**config.mk**
```make
export PLATFORM = sky130hd
export DESIGN_NAME = dmem_arbiter_flat
export DESIGN_NICKNAME = d
export VERILOG_FILES = /design/src/rtl/dmem_arbiter_if.sv /design/src/rtl/dmem_arbiter.sv /design/src/flat_wrapper.sv
export SDC_FILE = /design/constraint.sdc
export NUM_CORES = 1
export LEC_CHECK = 0
export CAP_MARGIN = 5
export CORE_AREA = 2 2 115 117
export CTS_CLUSTER_SIZE = 12
export DETAILED_ROUTE_END_ITERATION = 8
export DIE_AREA = 0 0 117 119
export PLACE_DENSITY_LB_ADDON = 0.1
export SLEW_MARGIN = 20
export SYNTH_ARGS = -nofsm -noshare
export SYNTH_HDL_FRONTEND = slang
export SYNTH_SLANG_ARGS = --single-unit
```
**constraint.sdc**
```tcl
create_clock -name clk -period 4.8 [get_ports clk]
set_input_delay 1.44 -clock clk [delete_from_list [all_inputs] [get_ports clk]]
set_output_delay 1.44 -clock clk [all_outputs]
set_load 0.02 [all_outputs]
```
**src/rtl/dmem_arbiter_if.sv**
```systemverilog
// Bundle of CPU MEM-stage, debug/loader and data-memory signals for dmem_arbiter.
// slave = arbiter side, master = requesters + memory side.
interface dmem_arbiter_if #(
  parameter int ADDR_W = 32,
  parameter int DATA_W = 32
);
  logic              cpu_req;
  logic              cpu_we;
  logic [ADDR_W-1:0] cpu_addr;
  logic [DATA_W-1:0] cpu_wdata;
  logic [DATA_W-1:0] cpu_rdata;
  logic              cpu_stall;

  logic              dbg_req;
  logic              dbg_we;
  logic [ADDR_W-1:0] dbg_addr;
  logic [DATA_W-1:0] dbg_wdata;
  logic [DATA_W-1:0] dbg_rdata;
  logic              dbg_ack;

  logic              mem_read;
  logic              mem_write;
  logic [ADDR_W-1:0] mem_addr;
  logic [DATA_W-1:0] mem_wdata;
  logic [DATA_W-1:0] mem_rdata;

  modport slave (
    input  cpu_req, cpu_we, cpu_addr, cpu_wdata,
    output cpu_rdata, cpu_stall,
    input  dbg_req, dbg_we, dbg_addr, dbg_wdata,
    output dbg_rdata, dbg_ack,
    output mem_read, mem_write, mem_addr, mem_wdata,
    input  mem_rdata
  );

  modport master (
    output cpu_req, cpu_we, cpu_addr, cpu_wdata,
    input  cpu_rdata, cpu_stall,
    output dbg_req, dbg_we, dbg_addr, dbg_wdata,
    input  dbg_rdata, dbg_ack,
    input  mem_read, mem_write, mem_addr, mem_wdata,
    output mem_rdata
  );
endinterface

```
**src/rtl/dmem_arbiter.sv**
```systemverilog
// Shares the data-memory port between the CPU MEM stage and a debug/loader port.
// Debug port and round-robin arbitration exist only when DMEM_ARB_DBG_EN is defined.
//
// state | meaning
// IDLE  | sample requests, latch the winner's access
// BUSY  | memory access, counter runs WAIT_CYCLES-1 .. 0
// DONE  | one cycle, acknowledge / unstall the owner
module dmem_arbiter #(
  parameter int WAIT_CYCLES = 1,
  parameter int ADDR_W      = 32,
  parameter int DATA_W      = 32
) (
  input logic          clk,
  input logic          rst,
  dmem_arbiter_if.slave bus
);

  typedef enum logic [1:0] {IDLE, BUSY, DONE} state_t;

  localparam logic [3:0] CNT_INIT = 4'(WAIT_CYCLES - 1);
  localparam logic       SINGLE   = (WAIT_CYCLES == 1);

  state_t            state;
  logic [3:0]        cnt;
  logic              owner;
  logic              req_we;
  logic [DATA_W-1:0] cpu_rdata_q;
  logic              mem_read_q;
  logic              mem_write_q;
  logic [ADDR_W-1:0] mem_addr_q;
  logic [DATA_W-1:0] mem_wdata_q;

  logic              any_req;
  logic              grant_dbg;
  logic              sel_we;
  logic [ADDR_W-1:0] sel_addr;
  logic [DATA_W-1:0] sel_wdata;

`ifdef DMEM_ARB_DBG_EN
  logic              last_owner;
  logic [DATA_W-1:0] dbg_rdata_q;

  // On a tie the requester that was not served last wins.
  always_comb begin
    grant_dbg = bus.dbg_req;
    if (bus.cpu_req && bus.dbg_req)
      grant_dbg = !last_owner;
  end

  assign any_req = bus.cpu_req | bus.dbg_req;

  always_ff @(posedge clk or posedge rst) begin
    if (rst)
      last_owner <= 1'b1;
    else if (state == DONE)
      last_owner <= owner;
  end

  assign bus.dbg_rdata = dbg_rdata_q;
  assign bus.dbg_ack   = (state == DONE) && owner;
`else
  logic unused_dbg;

  assign grant_dbg     = 1'b0;
  assign any_req       = bus.cpu_req;
  assign unused_dbg    = ^{bus.dbg_req, bus.dbg_we, bus.dbg_addr, bus.dbg_wdata};
  assign bus.dbg_rdata = '0;
  assign bus.dbg_ack   = 1'b0;
`endif

  assign sel_we    = grant_dbg ? bus.dbg_we    : bus.cpu_we;
  assign sel_addr  = grant_dbg ? bus.dbg_addr  : bus.cpu_addr;
  assign sel_wdata = grant_dbg ? bus.dbg_wdata : bus.cpu_wdata;

  // mem_* are registered, so the write strobe is set one edge ahead of cnt==0.
  always_ff @(posedge clk or posedge rst) begin
    if (rst) begin
      state       <= IDLE;
      cnt         <= '0;
      owner       <= 1'b0;
      req_we      <= 1'b0;
      cpu_rdata_q <= '0;
`ifdef DMEM_ARB_DBG_EN
      dbg_rdata_q <= '0;
`endif
      mem_read_q  <= 1'b0;
      mem_write_q <= 1'b0;
      mem_addr_q  <= '0;
      mem_wdata_q <= '0;
    end else begin
      case (state)
        IDLE: begin
          if (any_req) begin
            state       <= BUSY;
            cnt         <= CNT_INIT;
            owner       <= grant_dbg;
            req_we      <= sel_we;
            mem_read_q  <= !sel_we;
            mem_write_q <= sel_we && SINGLE;
            mem_addr_q  <= sel_addr;
            mem_wdata_q <= sel_wdata;
          end
        end
        BUSY: begin
          if (cnt == 4'd0) begin
            if (!req_we) begin
`ifdef DMEM_ARB_DBG_EN
              if (owner)
                dbg_rdata_q <= bus.mem_rdata;
              else
                cpu_rdata_q <= bus.mem_rdata;
`else
              cpu_rdata_q <= bus.mem_rdata;
`endif
            end
            state       <= DONE;
            mem_read_q  <= 1'b0;
            mem_write_q <= 1'b0;
            mem_addr_q  <= '0;
            mem_wdata_q <= '0;
          end else begin
            cnt         <= cnt - 4'd1;
            mem_write_q <= req_we && (cnt == 4'd1);
          end
        end
        DONE:    state <= IDLE;
        default: state <= IDLE;
      endcase
    end
  end

  assign bus.cpu_rdata = cpu_rdata_q;
  assign bus.cpu_stall = bus.cpu_req && !((state == DONE) && !owner);
  assign bus.mem_read  = mem_read_q;
  assign bus.mem_write = mem_write_q;
  assign bus.mem_addr  = mem_addr_q;
  assign bus.mem_wdata = mem_wdata_q;

endmodule

```
**src/flat_wrapper.sv**
```systemverilog
// flat-port wrapper written by rule: the top's interface ports become plain ports
module dmem_arbiter_flat 
#(
  parameter int WAIT_CYCLES = 1,
  parameter int ADDR_W      = 32,
  parameter int DATA_W      = 32
)
  (clk, rst, bus_cpu_req, bus_cpu_we, bus_cpu_addr, bus_cpu_wdata, bus_cpu_rdata, bus_cpu_stall, bus_dbg_req, bus_dbg_we, bus_dbg_addr, bus_dbg_wdata, bus_dbg_rdata, bus_dbg_ack, bus_mem_read, bus_mem_write, bus_mem_addr, bus_mem_wdata, bus_mem_rdata);
  dmem_arbiter_if #(.ADDR_W(ADDR_W), .DATA_W(DATA_W)) bus_i ();
  input logic clk;
  input logic rst;
  input wire logic [$bits(bus_i.cpu_req)-1:0] bus_cpu_req;
  input wire logic [$bits(bus_i.cpu_we)-1:0] bus_cpu_we;
  input wire logic [$bits(bus_i.cpu_addr)-1:0] bus_cpu_addr;
  input wire logic [$bits(bus_i.cpu_wdata)-1:0] bus_cpu_wdata;
  output wire logic [$bits(bus_i.cpu_rdata)-1:0] bus_cpu_rdata;
  output wire logic [$bits(bus_i.cpu_stall)-1:0] bus_cpu_stall;
  input wire logic [$bits(bus_i.dbg_req)-1:0] bus_dbg_req;
  input wire logic [$bits(bus_i.dbg_we)-1:0] bus_dbg_we;
  input wire logic [$bits(bus_i.dbg_addr)-1:0] bus_dbg_addr;
  input wire logic [$bits(bus_i.dbg_wdata)-1:0] bus_dbg_wdata;
  output wire logic [$bits(bus_i.dbg_rdata)-1:0] bus_dbg_rdata;
  output wire logic [$bits(bus_i.dbg_ack)-1:0] bus_dbg_ack;
  output wire logic [$bits(bus_i.mem_read)-1:0] bus_mem_read;
  output wire logic [$bits(bus_i.mem_write)-1:0] bus_mem_write;
  output wire logic [$bits(bus_i.mem_addr)-1:0] bus_mem_addr;
  output wire logic [$bits(bus_i.mem_wdata)-1:0] bus_mem_wdata;
  input wire logic [$bits(bus_i.mem_rdata)-1:0] bus_mem_rdata;
  assign bus_i.cpu_req = bus_cpu_req;
  assign bus_i.cpu_we = bus_cpu_we;
  assign bus_i.cpu_addr = bus_cpu_addr;
  assign bus_i.cpu_wdata = bus_cpu_wdata;
  assign bus_cpu_rdata = bus_i.cpu_rdata;
  assign bus_cpu_stall = bus_i.cpu_stall;
  assign bus_i.dbg_req = bus_dbg_req;
  assign bus_i.dbg_we = bus_dbg_we;
  assign bus_i.dbg_addr = bus_dbg_addr;
  assign bus_i.dbg_wdata = bus_dbg_wdata;
  assign bus_dbg_rdata = bus_i.dbg_rdata;
  assign bus_dbg_ack = bus_i.dbg_ack;
  assign bus_mem_read = bus_i.mem_read;
  assign bus_mem_write = bus_i.mem_write;
  assign bus_mem_addr = bus_i.mem_addr;
  assign bus_mem_wdata = bus_i.mem_wdata;
  assign bus_i.mem_rdata = bus_mem_rdata;
  dmem_arbiter #(.WAIT_CYCLES(WAIT_CYCLES), .ADDR_W(ADDR_W), .DATA_W(DATA_W)) u_core (.clk(clk), .rst(rst), .bus(bus_i));
endmodule
```
==> out/results.ini, run 1 <==
[run_status]
outcome=completed

[synthesis]
synthCells=295
netlist_area_um2=4320
ys_seq_elements=105
yosysWarnings=0
seq_area_frac_synth=0.608
synth_area_leader_cell=dfrtp_1
synth_cell_types=32
synth_area_leaders=dfrtp_1 (61%), a22o_1 (13%), mux2_4 (10%), buf_4 (5.7%), buf_12 (1.4%)
syn_avg_cell_area_um2=14.6
synth_top_cell_area_share=0.608

[worst_setup_path]
path_common_cell=clkdlybuf4s50_1
startpoint_type=input port
rr_startpoint=u_core.cnt[0]
crit_family=buffers and inverters
crit_type=input port to output pin
cp_cell_sequence=clkdlybuf4s50_1, a21boi_0, clkdlybuf4s50_1
critPathArrivalTime_ns=2.80
crit_path_start=bus_cpu_req
cp.required_ns=3.36
crit_buf_inv=2
slowest_delay_ns=0.63
reg2reg_slack_ns=2.13
rr_worst_depth=5
r2r-end=u_core.bus.cpu_rdata[15]
worstSetupEndpointType=output pin
cpMaxStageDelayCell=clkdlybuf4s50_1
critPathMaxFanout=4

[run]
cap_violations=0

[global_routing]
grt_max_degree=68
antenna_found_initial=0
grt_first_pass_wirelength_um=16200
overflow=0
grt_pass1_vias=2986
track_usage=0.152

[power_and_ir_drop]
internal_power_uw=2940
p_leak_uw=0.00300
seq_power_share=0.330
powerDensity_nw_per_um2=690
p_switching_uw=1640
combPwrFrac=0.503
ir_drop_v=0.000251
switching_share=0.359
clkPwrFrac=0.167

[floorplan]
core_area_um2=12900
ios=298
rows=42
initial_core_util=0.336
dieArea_um2=13900
die_h_um=119
die_width_um=117

[finish]
drive_above_1_share=0.122
seqCellArea_um2=2630
nFillCells=1161
nets=656
final_cells=668
multiInputGateArea_um2=1430
area_growth_pct=53.7
diodes=0

[sta]
max_freq_mhz=236
fin_skew_ns=0.00773
period_minus_slack_ns=4.24
rsz0062_at_grt=no
worstMarginPinSlew_ns=1.04
finalSetupViolations=0
hold_viol=0
min_period_over_period=0.884
slew_violations=0
final.setup.tns_ns=0
slew_headroom=0.307

[hold_path]
hold_path_depth=1
holdPathEnd=u_core.bus.mem_wdata[19]
hp-class=flip-flop to flip-flop
min_from=u_core.bus.mem_wdata[19]

[clock_tree]
post_cts_resized=0
cts_num_sinks=105
clk_pin_slew_ns=0.07
numCtsBuffers=9
hold_buffers=0
cts_tree=yes
cts.htree.levels=3
ctsRootBufferMaster=clkbuf_16
clockBufferDepth=2
clk_latency_ns=0.35
cts_setup_buffers=0

[routing]
wl_per_cell_um=15.8
drcViolationCount=0
postRouteAntennaNets=0
viasPerCell=4.53
vias=3029
initialDrtViolationCount=124
drt-total-wl_um=10600
firstDrtPassIters=4

[placed_design]
dp_hpwl_um=7330
gp_congestion=0.711
dp_cells=652
portBuffers=198

[cells in the final DEF (no fill, tap or decap), types with 2 or more instances in the layout]
master           Yosys  routed
or3_2                1       2
clkbuf_16            0       9
mux2_2               3       3
ha_1                 3       3
clkdlybuf4s50_1      0     198
mux2i_1              2       2
conb_1               1      33
buf_4               33       3
o22ai_1              2       2
a22o_1              65      65
clkinvlp_4           0       2
dfrtp_1            105     105
mux2_4              30      30
nor2_1               4       4
inv_1                7       6
a21oi_1              3       3
[metal layers]
metal  wire, um  GRT usage  vias to the layer above
li1           -          -                     1388
met1       4740      0.205                     1491
met2       4700      0.223                      138
met3        941     0.0499                       12
met4        182     0.0618                        0
met5          0          0                        -
[power by group through the flow]
stage	sequential [uW]	combinational [uW]	clock, uW
after floorplan	1950	926	0
after global placement	1510	2310	0
after detailed placement	1520	2330	0
after CTS	1520	2340	790
after global routing	1570	2450	827
final	1510	2300	765
[how the worst max path moves through the flow]
stage	slack, ns	cells past startpoint	end
3_3_place_gp	0.54	3	bus_cpu_stall
6_report	0.56	3	bus_cpu_stall
2_1_floorplan	0.60	1	u_core.bus.cpu_rdata[0]
5_1_grt	0.49	3	bus_cpu_stall
4_1_cts	0.52	3	bus_cpu_stall
3_5_place_dp	0.52	3	bus_cpu_stall
[worst reg2reg max path, stage by stage (launching register included)]
cell and delay [ns]:
dfrtp_1 0.41, inv_1 0.12, ha_1 0.18, or3b_1 0.44, or3_2 0.92, mux2_4 0.48
[registers in the layout, summed over array words and instances (netlist names)]
register	cells
u_core.bus.mem_wdata	32
u_core.bus.mem_read	1
u_core.bus.mem_addr	32
u_core.cnt	4
u_core.bus.cpu_rdata	32
u_core.req_we	1
u_core.bus.mem_write	1
u_core.state	2
[area by class of cell]
cell class / instances / area share
flip-flops and latches: 105 / 0.396
inverters: 7 / 0.00433
clock buffers: 10 / 0.0360
well taps: 176 / 0.0332
clock inverters: 6 / 0.0111
repair buffers: 202 / 0.305
multi-input cells: 162 / 0.215
[synthesized netlist by cell type]
master / instances
buf_6: 1
nor2b_1: 2
o31ai_1: 1
buf_4: 33
or3b_1: 1
buf_12: 3
or3_2: 1
nor3_1: 1
o21ai_0: 1
conb_1: 1
nor2_1: 4
mux2_2: 3
o22ai_1: 2
buf_2: 1
inv_1: 7
o21bai_1: 2
ha_1: 3
o32a_1: 1
clkbuf_1: 9
mux2i_1: 2
nand4b_1: 1
buf_1: 6
nand2b_1: 1
mux2_4: 30
dfrtp_1: 105
a21oi_1: 3
or3_1: 1
or4_2: 1
or4_1: 1
and4bb_2: 1
a22o_1: 65
a21boi_0: 1
[per-stage QoR]
stage	utilization	worst slack [ns]	instance area, um^2	total power, uW	hold slack (ns)
detailed placement	0.491	0.522	6330	3850	0.490
floorplan	-	0.599	4440	2870	0.496
global route	0.516	0.494	6640	4850	0.522
CTS	0.516	0.520	6640	4640	0.510
finish	0.516	0.558	6640	4580	0.503
global placement	0.491	0.542	6330	3830	0.487
[cells by family (layout without fill, tap and decap cells)]
family                   count (synthesis)  count (layout)  share of synthesized area
AO/OA/AOI/OAI                           76              76                      0.149
adder cells (fa/ha/maj)                  3               3                    0.00869
buffers and inverters                   60             225                     0.0941
flip-flops                             105             105                      0.608
multiplexers                            35              35                      0.117
other                                    1              33                   0.000868
AND/OR/NAND/NOR                         15              15                     0.0229
(Power assumes the default switching activity.)
==> run 2: changes to the inputs <==
--- a/config.mk
+++ b/config.mk
@@ -5,6 +5,7 @@
 export SDC_FILE = /design/constraint.sdc
 export NUM_CORES = 1
 export LEC_CHECK = 0
+export ABC_CLOCK_PERIOD_IN_PS = 4800
 export CAP_MARGIN = 5
 export CORE_AREA = 2 2 115 117
 export CTS_CLUSTER_SIZE = 12
==> results of run 2 <==
The final DEF is identical to that of run 1; final timing and power are the same.
